### src/rtl/alu_pkg.sv
// Shared definitions for the ALU command sequencer.
// Contents: ALU function-code localparams and the sequencer FSM state encoding.
// No logic; imported by alu_sequencer.
package alu_pkg;

   // ALU function codes driven on alu_sel
   localparam logic [2:0] SEL_ADD    = 3'b000;
   localparam logic [2:0] SEL_ASHL   = 3'b001;
   localparam logic [2:0] SEL_XNOR   = 3'b010;
   localparam logic [2:0] SEL_DIV2   = 3'b011;
   localparam logic [2:0] SEL_COMP2S = 3'b110;
   // 100, 101 and 111 all pass op1 through; this is the canonical one
   localparam logic [2:0] SEL_PASS   = 3'b100;

   // Sequencer FSM states
   typedef enum logic [1:0] {
      ST_IDLE = 2'b00,
      ST_EXEC = 2'b01,
      ST_DONE = 2'b10
   } seq_state_t;

endpackage

### src/rtl/alu_sequencer.sv
// Multi-cycle command sequencer: iterates the external ALU N times, feeding alu_out back as op1.
// Latency: response valid N+1 cycles after the command handshake cycle; one command per N+2 cycles.
// Backpressure: cmd_ready low while EXEC/DONE; response held stable in DONE until rsp_ready.
// Ports: clk/rst_n; cmd_* valid/ready command in; alu_* to/from the ALU beside this block;
//        rsp_* valid/ready response out (data + sticky carry); busy high in EXEC or DONE.
module alu_sequencer
   import alu_pkg::*;
#(
   parameter int DATA_W = 8,
   parameter int CNT_W  = 4
) (
   input  logic              clk,
   input  logic              rst_n,
   input  logic              cmd_valid,
   output logic              cmd_ready,
   input  logic [2:0]        cmd_sel,
   input  logic [DATA_W-1:0] cmd_a,
   input  logic [DATA_W-1:0] cmd_b,
   input  logic [CNT_W-1:0]  cmd_cnt,
   output logic [2:0]        alu_sel,
   output logic [DATA_W-1:0] alu_op1,
   output logic [DATA_W-1:0] alu_op2,
   input  logic [DATA_W-1:0] alu_out,
   input  logic              alu_co,
   output logic              rsp_valid,
   input  logic              rsp_ready,
   output logic [DATA_W-1:0] rsp_data,
   output logic              rsp_carry,
   output logic              busy
);

   seq_state_t        state, state_d;
   logic [DATA_W-1:0] acc;
   logic [DATA_W-1:0] b_q;
   logic [2:0]        sel_q;
   logic [CNT_W-1:0]  cnt_q;
   logic              carry_q;

   // State register
   always_ff @(posedge clk or negedge rst_n) begin
      if (!rst_n) begin
         state <= ST_IDLE;
      end else begin
         state <= state_d;
      end
   end

   // Next-state logic
   always_comb begin
      state_d = state;
      case (state)
         ST_IDLE: if (cmd_valid)                   state_d = ST_EXEC;
         ST_EXEC: if (cnt_q == CNT_W'(1))          state_d = ST_DONE;
         ST_DONE: if (rsp_ready)                   state_d = ST_IDLE;
         default:                                  state_d = ST_IDLE;
      endcase
   end

   // Datapath: latch the command in IDLE, iterate the accumulator in EXEC.
   // Nothing changes in DONE, which keeps the response stable under backpressure.
   always_ff @(posedge clk or negedge rst_n) begin
      if (!rst_n) begin
         acc     <= '0;
         b_q     <= '0;
         sel_q   <= '0;
         cnt_q   <= '0;
         carry_q <= 1'b0;
      end else if (state == ST_IDLE && cmd_valid) begin
         acc     <= cmd_a;
         b_q     <= cmd_b;
         sel_q   <= cmd_sel;
         // a zero count still runs one iteration
         cnt_q   <= (cmd_cnt == '0) ? CNT_W'(1) : cmd_cnt;
         carry_q <= 1'b0;
      end else if (state == ST_EXEC) begin
         acc     <= alu_out;
         carry_q <= carry_q | alu_co;
         cnt_q   <= cnt_q - CNT_W'(1);
      end
   end

   // Outputs come straight from registers/state. The ALU operands are the
   // command registers themselves, so outside EXEC they are stable and
   // deterministic (zero after reset) without extra output flops.
   assign cmd_ready = (state == ST_IDLE);
   assign rsp_valid = (state == ST_DONE);
   assign busy      = (state != ST_IDLE);
   assign alu_sel   = sel_q;
   assign alu_op1   = acc;
   assign alu_op2   = b_q;
   assign rsp_data  = acc;
   assign rsp_carry = carry_q;

endmodule
### config.mk
export PLATFORM = sky130hd
export DESIGN_NAME = alu_sequencer
export DESIGN_NICKNAME = d
export VERILOG_FILES = /design/src/rtl/alu_pkg.sv /design/src/rtl/alu_sequencer.sv
export SDC_FILE = /design/constraint.sdc
export NUM_CORES = 1
export LEC_CHECK = 0
export ABC_AREA = 0
export CORE_MARGIN = 2
export CORE_UTILIZATION = 35
export DETAILED_ROUTE_END_ITERATION = 10
export GPL_ROUTABILITY_DRIVEN = 0
export GPL_TIMING_DRIVEN = 0
export PLACE_DENSITY = 0.79
export RECOVER_POWER = 100
export SYNTH_ARGS = -nofsm -noshare
export SYNTH_HDL_FRONTEND = slang
export SYNTH_SLANG_ARGS = --single-unit
### constraint.sdc
create_clock -name clk -period 1.5 [get_ports clk]
set_input_delay 0.3 -clock clk [delete_from_list [all_inputs] [get_ports clk]]
set_output_delay 0.3 -clock clk [all_outputs]
set_load 0.05 [all_outputs]
# ---- After elaboration in Yosys (flattened, before gate mapping)
# Index checks and enable logic that the tools add are counted.
dict set report word_totals {
  ff_bits 26
  latch_bits 0
  ram_bits 0
  mem_bits_ro 0
  inputBits 36
  output_inout_bits 31
  word_cells 31
  memories 0
}
dict set report classes {
  add_sub_neg 1
  mul 0
  div_mod_pow 0
  n_lt_le_gt_ge 0
  eq_ne 6
  shift 0
  muxes 11
  bitwise 1
  reduce_logical 6
}
# cell count
set ops {}
lappend ops {{8-bit two-way mux} 2}
lappend ops {{4-bit two-way mux} 3}
lappend ops {{2-bit two-way mux} 3}
lappend ops {{2-bit case mux with 3 select lines} 1}
lappend ops {{4-bit by 1-bit equality test with 1-bit output (second input constant)} 1}
lappend ops {{4-bit logical NOT} 1}
lappend ops {{2-bit != test (second input constant)} 2}
lappend ops {{2-bit nonzero test} 2}
lappend ops {{4-bit by 1-bit subtractor with 4-bit output (second input constant)} 1}
lappend ops {{3-bit AND reduction} 1}
lappend ops {{2-bit by 1-bit equality test with 1-bit output (second input constant)} 1}
lappend ops {{2-bit equality test (second input constant)} 1}
lappend ops {{2-bit logical NOT} 1}
lappend ops {{1-bit two-way mux} 2}
lappend ops {{2-bit by 1-bit != test with 1-bit output (second input constant)} 1}
lappend ops {{1-bit logical AND} 1}
lappend ops {{1-bit bitwise OR} 1}

# ---- Depth between registers and ports, before layout
# Gate-level depths: netlist of run 1.
dict set report logic_depth {
  depth_word 3
  mapped_depth 5
  mapped_depth_nobuf 5
}

# ---- Least setup slack after synthesis of run 1
# No wires, ideal clock.
dict set report synth_path {
  path_kind {flip-flop to output port}
  startpoint {reg state[0]}
  endpoint {out busy}
  arrival_time_ps 1889
  t_required_ps 1200
  slack_ps -689
  path_stages_with_launch 5
  path_buffers 2
  cell_sequence {dfrtp_1 -> buf_2 -> buf_4 -> nor2_1 -> inv_1}
}
dict set report synth_via {
  elab_chain_len 1
}
# item line
set synth_lines {}
lappend synth_lines {{from (decl)} alu_sequencer.sv:32} ;# seq_state_t state, state_d;
lappend synth_lines {{from (signal assigned)} alu_sequencer.sv:44} ;# state <= state_d;
lappend synth_lines {{2-bit nonzero test} alu_sequencer.sv:87} ;# assign busy = (state != ST_IDLE);
lappend synth_lines {{to (decl)} alu_sequencer.sv:29} ;# output logic busy
# No other way between the ends.

# ---- Worst setup path in the final report of run 1
dict set report layout_path {
  startpoint {reg state[0]}
  endpoint {out rsp_valid}
}
dict set report layout_via {
  elab_chain_len 1
}
# item line
set layout_lines {}
lappend layout_lines {{2-bit equality test} alu_sequencer.sv:86} ;# assign rsp_valid = (state == ST_DONE);
lappend layout_lines {{to (decl)} alu_sequencer.sv:25} ;# output logic rsp_valid,
# No other way between the ends.

==> results, run 1 <==
- For this design the static power due to leakage is 0.900 nW.
- The leading cell type by number of instances after synthesis is sky130_fd_sc_hd__dfrtp_1.
- The switching share of power is 52.7%.
- The critical path data arrival time is 1190 ps.
- The CTS buffer count is 3.
- In this run the remaining antenna-violating nets after routing total 0.
- The largest total area in the synthesized netlist belongs to sky130_fd_sc_hd__dfrtp_1.
- The layout net count is 226.
- The worst hold path class is in -> async.
- The netlist uses 31 different library cells.
- The share of power burned in combinational logic is around 65%.
- The worst hold margin is 251 ps.
- The area of the mapped netlist is 0.00126 mm².
- For this run, global-route usage on met3 was measured as under 10%.
- For the worst setup path, the data required time is 1200 ps.
- The repair_antennas step left the layout with diodes totalling 0.
- The dominant synthesized flop cell is sky130_fd_sc_hd__dfrtp_1.
- The startpoint identified for the worst register-to-register timing path is state[1].
- The via count of the first global-routing pass is between 1,000 and 1,500.
- For the pin with the worst max-slew slack, the measured transition is 1330 ps.
- Setup violations remaining at the end of the flow were counted as 0.
- Fill cells in the final layout number 269.
- The register share of total power is between 20% and 30%.
- Using the TritonRoute via totals, the vias-per-cell ratio works out to 4.76.
- The clock passes through at most 2 buffers.
- The total grt overflow is 0.
- STA classifies the critical path startpoint as a register.
- The synthesis warning total is 0.
- Once the floorplan was initialized, standard cells occupied a little under two fifths of the core.
- The worst-case IR drop observed on VDD is 0.000887 V.
- The sequential cell area fraction in the yosys report is 51.7%.
- From bottom edge to top edge, the die measures ~64 µm.
- The mean area per synthesized cell is 11.2 µm².
- The first routing iteration left 29 violations.
- The critical-path maximum fanout is 7.
- The critical path in this run is classified as reg -> out.
- The H-tree depth reported by CTS is 1.
- The layout cell share with drive strength beyond 1 is between 30% and 40%.
- The worst register-to-register path ends at alu_op2[4].
- Between clock sinks in the finished design, the worst skew comes to 2.66 ps.
- The commonest cells after synthesis are sky130_fd_sc_hd__dfrtp_1 (26), sky130_fd_sc_hd__buf_4 (10), sky130_fd_sc_hd__mux2_1 (10), sky130_fd_sc_hd__nand2_1 (10), sky130_fd_sc_hd__a22oi_1 (9).
- The worst max-slew margin expressed relative to the limit is 11.3%.
- The tree is rooted in a sky130_fd_sc_hd__clkbuf_4.
- For this run, global-route usage on met1 was measured as 19.8%.
- The number of hold violations in the final report is 0.
- Measured in cells, the most critical reg-to-reg path has a length of 3.
- The fraction of the cycle the final worst path needs is about 99%.
- In the routed design, unresolved DRC markers number 0.
- The flow ran to the end, and the final reports show no timing, DRC or antenna violations.
- The internal portion of total power is 2.16 mW.
- The total power divided by cell area is 2260 mW/mm².
- Summed over all nets, the half-perimeter wirelength after detailed placement is 2640 µm.
- Synthesis inferred 26 register bits.
- Once layout is complete, the utilization of the core stands at 59.7%.
- After synthesis, the cell types taking the most area are sky130_fd_sc_hd__dfrtp_1 (52%), sky130_fd_sc_hd__mux2_1 (9.0%), sky130_fd_sc_hd__buf_4 (6.0%).
- The synthesized netlist net count is 150.
- After global routing, the most crowded layer is met2.
- Buffers inserted to repair hold after CTS numbered 0.
- The number of standard-cell rows in the floorplan is 21.
- The cell count after synthesis is 112.
- The number of max-cap violations is 0.
- The total number of clock tree sinks is 26.
- Of the post-synthesis cell area, the dominant cell type holds 51.7%.
- The first detailed-routing pass ran for 4 iterations.
- After detailed routing, the total wire length is 3480 µm.
- The I/O pin total is 67.
- The area overhead of the layout relative to synthesis is 60.8%.
- The first global-routing pass estimated ~5500 µm of wire.
- The number of antenna violations at the first check in global routing is 0.
- During placement, the flow inserted port buffers numbering 66.
- Yosys mapped a number of flops with a built-in enable equal to 0.
- The worst register-to-register path has a setup slack of 90 ps.
- The kind of capture point of the worst setup path is an output port.
- The share of synthesized registers carrying an async set or reset is 100%.
- Static timing analysis puts the maximum clock frequency at around 0.67 GHz.
- Setup repair after global routing could not meet its margin everywhere.
- TritonCTS built the clock tree.
- The relative contribution of the clock network to total power is 7.6%.
- The area enclosed by the die boundary is 0.00409 mm².
- The clock period could shrink to around 1500 ps.
- The final routed wire length divided by cell count is 14.9 µm.
- The total count of max-transition violations in the final report is 0.
- The global-route usage over all layers is between 10% and 20%.
- Entering global routing, the biggest net connects 27 pins.
- The routed layout has 1,108 vias.
- The source-to-sink clock delay at the later pin of the worst-skew pair is 320 ps.
- The floorplan die width is 63.9 µm.
- The placeable core region is between 0.003 and 0.004 mm².
- In the global route stage, met2 resource usage came out at 32.7%.
- The clock-pin transition on the worst setup and hold timing paths is 130 ps.
- The total net switching power is 2.41 mW.
-- metrics by stage --
stage                     worst slack [ps]  area [µm²]  cells  power [mW]  TNS (ps)
after floorplan                       -130        1270    112        3.36      -130
after global routing                 -67.6        2020    233        4.81      -145
after detailed placement              -556        1990    224        4.42    -10600
after CTS                            -52.4        2030    228        4.62     -54.5
final                                 12.9        2020    233        4.57         0
after global placement                -557        1990    224        4.37     -9280
-- layout make-up --
cell class / instances / area [µm²] / share of cell area [%]
Sequential cell: 26 / 652 / 32.2
Tap cell: 46 / 57.6 / 2.85
Clock buffer: 4 / 36.3 / 1.79
Buffer: 13 / 108 / 5.32
Multi-Input combinational cell: 65 / 503 / 24.9
Timing Repair Buffer: 72 / 639 / 31.6
Inverter: 7 / 26.3 / 1.30
-- what timing repair did --
| item | in CTS | in global routing |
|---|---|---|
| buffers inserted | 1 | 4 |
| gates cloned | 0 | 1 |
| setup endpoints to repair | 41 | 24 |
| pin swaps | 0 | 2 |
| resized for setup | 110 | 21 |
-- cell usage in the layout, fill, tap and decap left out, types with 3 or more instances in the layout --
cell,netlist,routed
sky130_fd_sc_hd__a22oi_1,9,9
sky130_fd_sc_hd__buf_2,3,7
sky130_fd_sc_hd__buf_4,10,17
sky130_fd_sc_hd__buf_6,0,4
sky130_fd_sc_hd__clkbuf_2,0,9
sky130_fd_sc_hd__clkbuf_4,0,3
sky130_fd_sc_hd__clkdlybuf4s15_2,0,11
sky130_fd_sc_hd__clkdlybuf4s50_1,0,33
sky130_fd_sc_hd__dfrtp_1,26,25
sky130_fd_sc_hd__inv_1,4,4
sky130_fd_sc_hd__inv_2,3,3
sky130_fd_sc_hd__mux2_1,10,10
sky130_fd_sc_hd__nand2_1,10,10
sky130_fd_sc_hd__o21ai_0,8,8
sky130_fd_sc_hd__o21ai_1,3,3
-- registers in the layout (all words and copies together) (netlist names) --
register	count
alu_op2	8
rsp_carry	1
alu_op1	8
state	2
cnt_q	4
alu_sel	3
-- logic make-up after synthesis --
family | synth area share, %
AOI/OAI and AO/OA | 17.5
adders and majority gates | 1.99
buffers and inverters | 9.55
DFF | 51.7
muxes | 9.85
and+or+nand+nor | 9.35
-- power by group through the flow --
stage / logic [mW] / registers, mW / clock network (mW)
after global routing: 3.10 / 1.32 / 0.389
final: 2.95 / 1.28 / 0.346
after CTS: 2.99 / 1.27 / 0.358
after floorplan: 1.16 / 2.21 / 0
after detailed placement: 3.14 / 1.28 / 0
after global placement: 3.11 / 1.26 / 0
-- worst max-delay path: stages, from the launching register on --
cell and delay (ps):
sky130_fd_sc_hd__dfrtp_1 430, sky130_fd_sc_hd__buf_12 150, sky130_fd_sc_hd__nor2_2 120, sky130_fd_sc_hd__buf_6 170
-- layer usage --
metal	vias up	part of all wire, %
met3	4	5.6
li1	535	-
met2	39	54
met4	0	1.0
met1	530	39
met5	-	0
-- worst max path at each step --
| stage | start | end | cells after the start |
|---|---|---|---|
| 2_1_floorplan | state[0] | busy | 4 |
| 6_report | state[0] | rsp_valid | 3 |
| 3_3_place_gp | state[0] | busy | 5 |
| 5_1_grt | state[0] | busy | 4 |
| 4_1_cts | state[0] | busy | 4 |
| 3_5_place_dp | state[0] | busy | 5 |
Power figures use the tool's default switching activity.
==> run 2, diff against run 1 <==
==> constraint.sdc (replaced) <==
create_clock -name clk -period 1.75 [get_ports clk]
set_input_delay 0.35 -clock clk [delete_from_list [all_inputs] [get_ports clk]]
set_output_delay 0.35 -clock clk [all_outputs]
set_load 0.05 [all_outputs]
==> results, run 2 (synthesis gave the netlist of run 1 again) <==
- The run finished with clean final reports.
- The layout net count is roughly 220.
- The pin count of the biggest net entering global routing is 27.
- The post-route netlist has 15.2% of its cells at a drive strength greater than 1.
- The total count of max-transition violations in the final report came to 0.
- The number of filler instances in the final layout is approximately 280.
- The number of antenna violations at the first check in global routing came to 0.
- In the global route stage, overall resource usage came out at 16.6%.
- The startpoint of the most critical register-to-register path is state[0].
- Power comes to approximately 3.8 mW.
- The I/O pin total is 67.
- The clock-pin transition on the worst setup and hold timing paths is 130 ps.
- The number of hold-repair buffers added at the cts stage is 0.
- The worst-margin pin slew is about 1100 ps.
- OpenSTA, run right after detailed placement, puts the worst setup slack at -344 ps.
- Across all layers, the routed design uses 1,133 vias.
- The source-to-sink clock delay at the later pin of the worst-skew pair is approximately 320 ps.
- The number of placed instances, taps included is 224.
- The worst setup slack for register-to-register paths is 80 ps.
- The number of clock buffers added by TritonCTS is 3.
- The critical path startpoint is alu_op1[0].
- The number of max-cap violations is 0.
- Between clock sinks in the finished design, the worst skew comes to 3.00 ps.
- The via count of the first global-routing pass is about 1,100.
- The area enclosed by the die boundary is between 0.004 and 0.005 mm².
- STA classifies the critical path startpoint as a register.
- After detailed routing, the number of vias per cell comes to 4.93.
- The worst path meets setup with 49.4 ps of slack.
- The filler-free cell count of the finished design is 230.
- STA classifies the critical path endpoint as an output port.
- The critical-path maximum fanout is 3.
- The total number of clock tree sinks is 26.
- The worst hold path class is reg -> reg.
- TritonCTS built the clock tree.
- The first global-routing pass estimated 5320 µm of wire.
- Before antenna repair, the detailed router went through 4 iterations.
- The worst supply voltage drop on vdd is 0.000570 V.
- The number of hold violations in the final report is 0.
- The H-tree depth reported by CTS is 1.
- The maximum operating frequency is 0.588 GHz.
- For this run the aggregate overflow at the end of global routing stands at 0.
- The initial standard-cell utilization of the core is a little under two fifths.
- The post-layout minimum cycle time is 1700 ps.
- After layout, the worst path uses 97.2% of the clock period.
- The total setup violations reported at the end of the flow is 0.
- The type of the worst setup path is reg -> out.
- The leakage component of the power is 0.889 nW.
- The worst register-to-register path ends at alu_op2[7].
- After legalization and detailed placement, the total HPWL measured roughly 2600 µm.
- STA puts the critical path data arrival time at 1350 ps.
- On the final layout, the worst hold slack is a little under 500 ps.
- Setup repair after global routing left no endpoint under its margin.
- The area overhead of the layout relative to synthesis is 58.1%.
- Counting cells, the worst reg-to-reg path comes to 5.
- In the final layout, the multi-input gates occupy about 470 µm².
- The die is about 64 µm tall.
- 0 antenna diodes ended up in the layout.
- After detailed routing, the number of remaining DRC violations is 0.
- The number of port buffers is 66.
- The remaining antenna violation count after routing is 0.
- The total length of routed wires is 3300 µm.
- After the first detailed-routing iteration, the DRC count stood at 61.
- The number of standard-cell rows in the floorplan is 21.
- The library cell used most frequently in the layout, excluding fill and tap cells, is sky130_fd_sc_hd__clkdlybuf4s50_1.
- The total power divided by cell area is 1930 mW/mm².
- The floorplan die width is between 60 and 70 µm.
- The worst max-slew margin expressed relative to the limit is a little under a quarter.
- In the layout the commonest cells are sky130_fd_sc_hd__clkdlybuf4s50_1 (33), sky130_fd_sc_hd__dfrtp_1 (26), sky130_fd_sc_hd__dlygate4sd2_1 (24), sky130_fd_sc_hd__o21ai_0 (11).
- STA puts the critical path data required time at 1400 ps.
- The tree is rooted in a sky130_fd_sc_hd__clkbuf_4.
- The area occupied by registers is 651 µm².
- The final routed wire length divided by cell count is 14.3 µm.
- The placeable core region is approximately 0.0034 mm².
- The last element of the critical path is rsp_data[0].
- The maximum clock path buffer count is 2.
==> run 2: changes by cell type in the layout (fill, tap and decap cells not counted), moves of 3 or more <==
cell and change:
sky130_fd_sc_hd__dlygate4sd2_1 +24, sky130_fd_sc_hd__o21ai_0 +3, sky130_fd_sc_hd__clkbuf_2 -7, sky130_fd_sc_hd__buf_4 -9
sky130_fd_sc_hd__clkbuf_4 +3, sky130_fd_sc_hd__buf_2 -6, sky130_fd_sc_hd__clkdlybuf4s15_2 -11, sky130_fd_sc_hd__clkdlybuf4s15_1 +4
==> run 2: stage by stage <==
step | area [µm²] | TNS, ps | util, %
after floorplan | 1260 | -6.81 | -
after global placement | 1980 | -1980 | 58.5
after detailed placement | 1980 | -2380 | 58.5
after CTS | 2000 | 0 | 59.0
after global routing | 1990 | 0 | 58.7
final | 1990 | 0 | 58.7
==> run 2: cell type report <==
type / instances / area share, %
multi-input cells: 65 / 23.7
plain buffers: 14 / 5.22
inverters: 7 / 1.32
well taps: 46 / 2.89
clock buffers: 4 / 1.83
repair buffers: 68 / 32.3
flip-flops and latches: 26 / 32.7
==> run 2: power by group <==
group | internal, mW | total (mW) | switching, mW
Sequential | 0.883 | 1.07 | 0.189
Clock | 0.127 | 0.300 | 0.172
Combinational | 0.796 | 2.47 | 1.67
Total | 1.81 | 3.84 | 2.03
==> run 2: worst max-delay path, stage by stage (launching register included) <==
cell and delay (ps):
sky130_fd_sc_hd__dfrtp_1 390, sky130_fd_sc_hd__clkbuf_4 130, sky130_fd_sc_hd__dlygate4sd2_1 520
==> run 2: worst min-delay path by stage <==
stage               startpoint         end  slack (ps)  cells after the start
floorplan                rst_n  alu_op1[0]          50                      0
CTS                 alu_sel[2]  alu_sel[2]         500                      1
global route        alu_op2[4]  alu_op2[4]         520                      1
detailed placement  alu_sel[2]  alu_sel[2]         470                      1
global placement    alu_op2[1]  alu_op2[1]         470                      1
finish              alu_op2[4]  alu_op2[4]         500                      1
==> run 2: what timing repair did <==
action                     in CTS  in global routing
pin swaps                       0                  0
setup endpoints to repair      31                  5
gates resized for setup        50                  6
buffers inserted                1                  1
==> run 2: layer usage <==
metal  share of wire [%]  track usage, %
met2                  50            29.7
met3                 7.8            2.82
met4                 1.8            6.79
met5                   0               0
met1                  41            19.5
==> run 3, diff against run 2 <==
--- a/config.mk
+++ b/config.mk
@@ -8,6 +8,7 @@
 export ABC_AREA = 0
 export CORE_MARGIN = 2
 export CORE_UTILIZATION = 35
+export CTS_CLUSTER_SIZE = 14
 export DETAILED_ROUTE_END_ITERATION = 10
 export GPL_ROUTABILITY_DRIVEN = 0
 export GPL_TIMING_DRIVEN = 0
==> results of run 3 <==
No change in the layout: final DEF, timing and power equal those of run 2.
